[config.mk]
export PLATFORM = sky130hd
export DESIGN_NAME = cpu_instruction_dumper
export DESIGN_NICKNAME = d
export VERILOG_FILES = /design/src/rtl/cpu_loader_pkg.sv /design/src/rtl/word_serializer.sv /design/src/rtl/cpu_instruction_dumper.sv
export SDC_FILE = /design/constraint.sdc
export NUM_CORES = 1
export LEC_CHECK = 0
export CORE_MARGIN = 5
export CORE_UTILIZATION = 40
export CTS_CLUSTER_DIAMETER = 80
export DETAILED_ROUTE_END_ITERATION = 12
export HOLD_SLACK_MARGIN = 0.12
export PLACE_DENSITY = 0.64
export SYNTH_ARGS = -nofsm -noshare
export SYNTH_HDL_FRONTEND = slang
export SYNTH_SLANG_ARGS = --single-unit
[constraint.sdc]
create_clock -name clk -period 5.1 [get_ports clk]
set_input_delay 0.51 -clock clk [delete_from_list [all_inputs] [get_ports clk]]
set_output_delay 0.51 -clock clk [all_outputs]
set_load 0.01 [all_outputs]
[src/rtl/cpu_loader_pkg.sv]
// rtl/cpu_loader_pkg.sv - markers, byte order and state encoding shared by the iRAM loader and dumper
package cpu_loader_pkg;

  localparam logic [23:0] MARKER_START     = 24'hFF0000;
  localparam logic [23:0] MARKER_END_RESET = 24'hFFFF00;
  localparam logic [23:0] MARKER_END_KEEP  = 24'hFFF000;

  localparam logic [1:0] BYTE_LAST = 2'd2;

  typedef enum logic [1:0] {
    ST_IDLE,
    ST_READ,
    ST_SEND,
    ST_FINISH
  } state_t;

  typedef enum logic [1:0] {
    SRC_START,
    SRC_DATA,
    SRC_END
  } src_t;

  // Words travel least-significant byte first on the UART link.
  function automatic logic [7:0] word_byte(input logic [23:0] w, input logic [1:0] idx);
    case (idx)
      2'd0:    return w[7:0];
      2'd1:    return w[15:8];
      default: return w[23:16];
    endcase
  endfunction

  function automatic logic is_marker(input logic [23:0] w);
    return (w == MARKER_START) || (w == MARKER_END_RESET) || (w == MARKER_END_KEEP);
  endfunction

endpackage

[src/rtl/word_serializer.sv]
// rtl/word_serializer.sv - loads a 24-bit word and emits its three bytes over a valid/ready handshake
module word_serializer
  import cpu_loader_pkg::*;
(
  input  logic        clk,
  input  logic        rst,
  input  logic        load,
  input  logic [23:0] load_word,
  input  logic        tx_ready,
  output logic [7:0]  tx_data,
  output logic        tx_valid,
  output logic        done
);

  logic [23:0] word;
  logic [1:0]  byte_cnt;

  // A load wins over a handshake so the next word can follow the last byte back to back.
  always_ff @(posedge clk) begin
    if (rst) begin
      word     <= 24'h000000;
      byte_cnt <= 2'd0;
      tx_valid <= 1'b0;
    end else if (load) begin
      word     <= load_word;
      byte_cnt <= 2'd0;
      tx_valid <= 1'b1;
    end else if (tx_valid && tx_ready) begin
      if (byte_cnt == BYTE_LAST) begin
        byte_cnt <= 2'd0;
        tx_valid <= 1'b0;
      end else begin
        byte_cnt <= byte_cnt + 2'd1;
      end
    end
  end

  assign done    = tx_valid && tx_ready && (byte_cnt == BYTE_LAST);
  assign tx_data = tx_valid ? word_byte(word, byte_cnt) : 8'h00;

endmodule

[src/rtl/cpu_instruction_dumper.sv]
// rtl/cpu_instruction_dumper.sv - pauses a halted CPU and streams an iRAM range to the UART as loader packets
module cpu_instruction_dumper
  import cpu_loader_pkg::*;
#(
  parameter logic [7:0] FIRST_ADDR = 8'h00
) (
  input  logic        clk,
  input  logic        rst,
  input  logic        dump_req,
  input  logic        HALT_flag,
  input  logic [7:0]  dump_last,
  input  logic        data_ack,
  input  logic [23:0] iRAM_data_out,
  input  logic        tx_ready,
  output logic [7:0]  tx_data,
  output logic        tx_valid,
  output logic        iRAM_read_enable,
  output logic [7:0]  extern_iRAM_addr,
  output logic        cpu_paused,
  output logic        busy,
  output logic        marker_collision
);

  state_t      state, state_n;
  src_t        src, src_n;
  logic [7:0]  addr, addr_n;
  logic [7:0]  last_addr, last_addr_n;
  logic        paused_n, collision_n;
  logic        ser_load, ser_done;
  logic [23:0] ser_word;

  always_ff @(posedge clk) begin
    if (rst) begin
      state            <= ST_IDLE;
      src              <= SRC_START;
      addr             <= FIRST_ADDR;
      last_addr        <= FIRST_ADDR;
      cpu_paused       <= 1'b0;
      marker_collision <= 1'b0;
    end else begin
      state            <= state_n;
      src              <= src_n;
      addr             <= addr_n;
      last_addr        <= last_addr_n;
      cpu_paused       <= paused_n;
      marker_collision <= collision_n;
    end
  end

  always_comb begin
    state_n     = state;
    src_n       = src;
    addr_n      = addr;
    last_addr_n = last_addr;
    paused_n    = cpu_paused;
    collision_n = marker_collision;
    ser_load    = 1'b0;
    ser_word    = MARKER_START;
    case (state)
      ST_IDLE: begin
        if (dump_req && HALT_flag) begin
          ser_load    = 1'b1;
          ser_word    = MARKER_START;
          src_n       = SRC_START;
          last_addr_n = dump_last;
          paused_n    = 1'b1;
          collision_n = 1'b0;
          state_n     = ST_SEND;
        end
      end
      ST_READ: begin
        if (data_ack) begin
          ser_load = 1'b1;
          ser_word = iRAM_data_out;
          src_n    = SRC_DATA;
          if (is_marker(iRAM_data_out)) collision_n = 1'b1;
          state_n  = ST_SEND;
        end
      end
      ST_SEND: begin
        if (ser_done) begin
          case (src)
            SRC_START: begin
              addr_n  = FIRST_ADDR;
              state_n = ST_READ;
            end
            SRC_DATA: begin
              // >= rather than == keeps a dump_last below FIRST_ADDR to one word and never wraps.
              if (addr >= last_addr) begin
                ser_load = 1'b1;
                ser_word = MARKER_END_KEEP;
                src_n    = SRC_END;
              end else begin
                addr_n  = addr + 8'd1;
                state_n = ST_READ;
              end
            end
            default: state_n = ST_FINISH;
          endcase
        end
      end
      default: begin
        paused_n = 1'b0;
        addr_n   = FIRST_ADDR;
        state_n  = ST_IDLE;
      end
    endcase
  end

  word_serializer u_serializer (
    .clk       (clk),
    .rst       (rst),
    .load      (ser_load),
    .load_word (ser_word),
    .tx_ready  (tx_ready),
    .tx_data   (tx_data),
    .tx_valid  (tx_valid),
    .done      (ser_done)
  );

  assign busy             = (state != ST_IDLE);
  assign iRAM_read_enable = (state == ST_READ);
  assign extern_iRAM_addr = addr;

endmodule

# After elaboration in Yosys (flattened, before gate mapping)
# Index checks and enable logic that the tools add are counted.
# totals
register_bits	49
inputBits	38
output_inout_bits	21
wordCells	92
# classes
n_addsub	2
magnitude_cmp	1
n_eq_ne	16
n_mux	39
bitwise_logic	2
n_reduce_logical	23
# op_table
op	count
$eq 24x24->1 const B	3
$mux 16	3
$pmux 24 s2	1
$pmux 8 s2	3
$mux 24	1
$mux 8	3
$mux 2	10
$mux 1	12
$pmux 2 s3	2
$reduce_and 4->1	3
$ne 2x2->1 const B	5
$add 8x1->8 const B	1
$ge 8x8->1	1
$reduce_bool 2->1	4
$eq 2x1->1 const B	3
$logic_not 2->1	3
$reduce_and 2->1	3
$reduce_and 6->1	1
$reduce_or 2->1	3
$eq 2x2->1 const B	2
$pmux 1 s2	2
$pmux 2 s2	1
$logic_and 1x1->1	3
$ne 3x2->1 const B	1
7 further kinds	9

# Longest topological paths before layout
# depth
word_depth	7
depth_mapped	10
depth_no_buf	7

# Modules after synthesis
# A second synthesis with hierarchy kept.
# hier_totals
hier_cells	337
hier_area_um2	2877.8
# modules_own_cells
mod	n_inst	cells_each	area_per_inst_um2	seq_area_each_um2
cpu_instruction_dumper	1	217	1622.8	440.4
word_serializer	1	120	1255.0	540.5

# Worst setup path before layout
# No wires, ideal clock.
# synth_timing
path_type	reg2reg
from	reg state[1]
to	reg addr[3], in the netlist extern_iRAM_addr[3]
setup_time_ps	122
t_arrival_ps	1979
required_ps	4978
path_slack_ps	2999
path_stages_with_launch	8
n_path_buf	1
period_less_slack_ps	2101
cell_sequence	dfxtp_1 > inv_1 > ha_1 > clkbuf_1 > a2111o_1 > or2_0 > o211a_1 > a221o_1
# synth_via
elab_chain_len	4
word_cells_on_any_way	10
classes_between	eq/ne: 5; mux: 1; bitwise: 1; reduce/logical: 3
# synth_lines
item	line_no	source
from (decl)	cpu_instruction_dumper.sv:24	state_t state, state_n;
from (signal assigned)	cpu_instruction_dumper.sv:41	state <= state_n;
$eq 2x1->1 (*)	-	
named net iRAM_read_enable	cpu_instruction_dumper.sv:17	output logic iRAM_read_enable,
$reduce_or 2->1 (no line) (*)	-	
$not 1->1 (no line)	-	
$reduce_and 4->1 (no line)	-	
to (signal assigned)	cpu_instruction_dumper.sv:43	addr <= addr_n;
to (decl)	cpu_instruction_dumper.sv:26	logic [7:0] addr, addr_n;
# Mark *: on every way through the listed nets, which the timed path passes. The rest lies on a longest branch.
# A chain may end at the register's enable or synchronous reset.

# Worst setup path in the final report
# layout_timing
from	reg addr[0], in the netlist extern_iRAM_addr[0]
to	reg u_serializer.word[1]
# layout_via
elab_chain_len	5
# layout_lines
item	line_no	source
$ge 8x8->1	cpu_instruction_dumper.sv:89	if (addr >= last_addr) begin
$mux 1	cpu_instruction_dumper.sv:89	
$mux 1	cpu_instruction_dumper.sv:82	case (src)
$mux 1	cpu_instruction_dumper.sv:81	if (ser_done) begin
$pmux 1 s3	cpu_instruction_dumper.sv:59	case (state)
to (signal assigned)	word_serializer.sv:25	word <= load_word;
to (decl)	word_serializer.sv:15	logic [23:0] word;
# Every way passes these cells.

==> impl_metrics.ini <==
[status]
status = completed

[timing]
worst_pin_slew_ns = 1.17
totalNegativeSetupSlack_ns = 0
clock.fmax_ghz = 0.364
final-max-slew-violation-count = 0
worst_clk_skew_ns = 0.00681
report.final.hold_viol_count = 0
grt_setup_unrepaired = false
layout_setup_ws_ns = 2.35
period_share_pct = 53.9
slew-limit-headroom_pct = 22.2
final.min_clock_period_ns = 2.75
setup_viol = 0

[critical_path]
endpoint_arrival_time_on_the_critical_path_ns = 2.97
cp-start-kind = register
cp_slowest_stage_delay_ns = 0.67
cp.required_ns = 5.32
timing.critical_path.slowest_stage_cell = o2111ai_1
crit_path_max_fanout = 12
end_kind = register
crit_type = register to register
crit_chain = inv_1 -> ha_1 -> a31oi_1 -> nor2b_1 -> o2111ai_1 -> nand3_1 -> a211oi_1

[logic_synthesis]
avgSynthCellArea_um2 = 7.82
synthDominantAreaCellType = dfxtp_1
synth.cell_area_um2 = 2860
synth.most_common_cell = nand2_1
synth.top_cells.by_count = nand2_1, dfxtp_1, a21oi_1, a211oi_1, inv_1
synth_largest_type_area_fraction_pct = 34.3
syn-num-nets = 417
sequential_to_total_area_share_from_yosys_stat_pct = 34.3
synth_cells = 366
ys_seq_elements = 49
synth-edff-count = 0
warnings_synthesis = 0
number_of_distinct_library_cells_after_synthesis = 47
synth.top_cells.by_area = dfxtp_1, a211oi_1, a21oi_1, nand2_1, ha_1
dominantRegCellSynth = dfxtp_1
postSynth.asyncResetShare_pct = 0

[cts]
postCtsSetupBuffers = 0
clk-insertion-delay-late_ns = 0.30
cts-root-to-sink-buffers = 2
post_cts.resized_instances = 0
clk_root_buffer_cell = clkbuf_8
cts.clk_slew.worst_paths_ns = 0.09
cts_buffers = 5
cts_hold_buffers = 0
cts.sink_count = 49
clock_tree_from_tritoncts = yes
ctsHtreeMaxLevel = 2

[die]
chipWidth_um = 94.6
placeableCoreArea_um2 = 6870
floorplan.rows = 30
start_util_pct = 41.7
die_area_um2 = 8950
die_h_um = 94.6
io_pins = 59

[global_route]
global_route.overflow_total = 0
global_route.usage.total_pct = 18.1
grt_max_degree = 41
first_pass_grt_wire_length_um = 12900
number_of_antenna_violations_at_the_first_check_in_global_routing = 0
vias_in_the_first_global_route = 2623

[place]
numPortBuffers = 58
post_detail_place_hpwl_um = 5900
place_congestion = 0.780
pre_cts_ws_ns = 2.34

[detailed_routing]
drt_pass1_iterations = 5
drt_first_iter_violations = 223
route.detailed.drc = 0
route.final.wire_length_um = 7860
wl_per_cell_um = 15.5
detail_route.vias_per_cell = 5.54
post_route_ant_nets = 0
detailroute.via_count = 2813

[cells_and_area]
fill_cells = 672
nets = 463
synthToLayoutAreaGrowth_pct = 25.5
num_antenna_cells = 0
fraction_of_final_layout_cells_sized_beyond_drive_strength_1_pct = 4.13

[power_and_ir_drop]
total_power_mw = 1.21
p_leak_nw = 1.22
power.ir.vdd_worst_mv = 0.145
pwr_density_cell_nw_per_um2 = 338

[flow_run]
max_cap_violations = 0

[hold_path]
min_delay_worst_type = register to register
==> cell families after synthesis <==
logic type / share of synthesized area, %
AO/OA/AOI/OAI: 27.4
buffers and inverters: 6.38
adder cells (fa/ha/maj): 5.68
multiplexers: 4.63
flip-flops: 34.3
AND/OR/NAND/NOR: 21.6
==> where the power goes <==
part / total, mW / switching [mW] / leakage (nW) / internal, mW
Combinational: 0.496 / 0.294 / 0.775 / 0.202
Sequential: 0.485 / 0.0447 / 0.399 / 0.440
Clock: 0.233 / 0.125 / 0.0443 / 0.108
==> worst max-delay path, delay by kind of cell, from the launching register on <==
kind            cells  cell delay, ns
compound gates      3            1.17
buf+inv             1            0.10
simple gates        2            0.70
flops               1            0.40
fa+ha+maj           1            0.30
==> worst paths after layout <==
kind,startpoint,to,slack [ns],cells after the start
worst min-delay path,last_addr[1]$_SDFFE_PP0P_,last_addr[1]$_SDFFE_PP0P_,0.46,2
worst max-delay path,extern_iRAM_addr[0]$_SDFFE_PP0P_,u_serializer.word[1]$_SDFFE_PP0P_,2.35,7
worst max register to register,extern_iRAM_addr[0]$_SDFFE_PP0P_,u_serializer.word[1]$_SDFFE_PP0P_,2.35,7
worst min register to register,last_addr[1]$_SDFFE_PP0P_,last_addr[1]$_SDFFE_PP0P_,0.46,2
==> per-stage QoR <==
step | instance area, um2 | utilization, % | hold WS (ns) | instances
after floorplan | 2860 | - | 0.434 | 366
after global placement | 3510 | 51.0 | 0.442 | 501
after detailed placement | 3510 | 51.0 | 0.447 | 501
after CTS | 3590 | 52.3 | 0.459 | 508
after global routing | 3590 | 52.3 | 0.476 | 508
final | 3590 | 52.3 | 0.459 | 508
==> cell usage in the layout (no fill, tap or decap), types with 2 or more instances in the layout <==
cell type        netlist  layout
mux2i_1               11      11
nand2_1               53      53
o211ai_1               2       2
a211oi_1              28      28
mux2_2                 2       2
nor4b_1                3       3
a221oi_1               4       4
clkbuf_8               0       6
nand3_1                8       8
nor4_1                 2       2
nand4_1                4       4
buf_4                  0       3
and3_1                 5       5
o2111ai_1              2       2
a221o_1                4       4
nor2_1                16      16
and2_1                 8       8
or2_2                  2       2
a311oi_1               8       8
o21ai_0               14      14
dfxtp_1               49      49
nor2b_1                4       4
nor3_1                11      10
clkdlybuf4s50_1        0      58
inv_1                 26      26
a21oi_1               40      40
a31oi_1                5       5
or4_1                  2       2
ha_1                  13      13
==> state kept, by name, indices dropped and copies added, names as in the netlist <==
register	cells
extern_iRAM_addr	8
u_serializer.tx_valid	1
cpu_paused	1
last_addr	8
u_serializer.byte_cnt	2
state	2
src	2
u_serializer.word	24
marker_collision	1
==> final cells by class <==
type | count | area, um2 | area share, %
Clock buffer | 7 | 86.3 | 2.40
Inverter | 26 | 97.6 | 2.72
Multi-Input combinational cell | 269 | 1700 | 47.4
Sequential cell | 49 | 981 | 27.3
Tap cell | 96 | 120 | 3.34
Timing Repair Buffer | 61 | 603 | 16.8
==> layer usage <==
| metal | GRT usage [%] | routed length, um | vias to the layer above |
|---|---|---|---|
| met4 | 4.21 | 47 | 0 |
| met2 | 26.2 | 3470 | 73 |
| met5 | 0 | 0 | - |
| met1 | 27.4 | 3930 | 1308 |
| li1 | - | - | 1427 |
| met3 | 3.43 | 410 | 5 |
No activity file was read; power rests on OpenSTA's default activity.
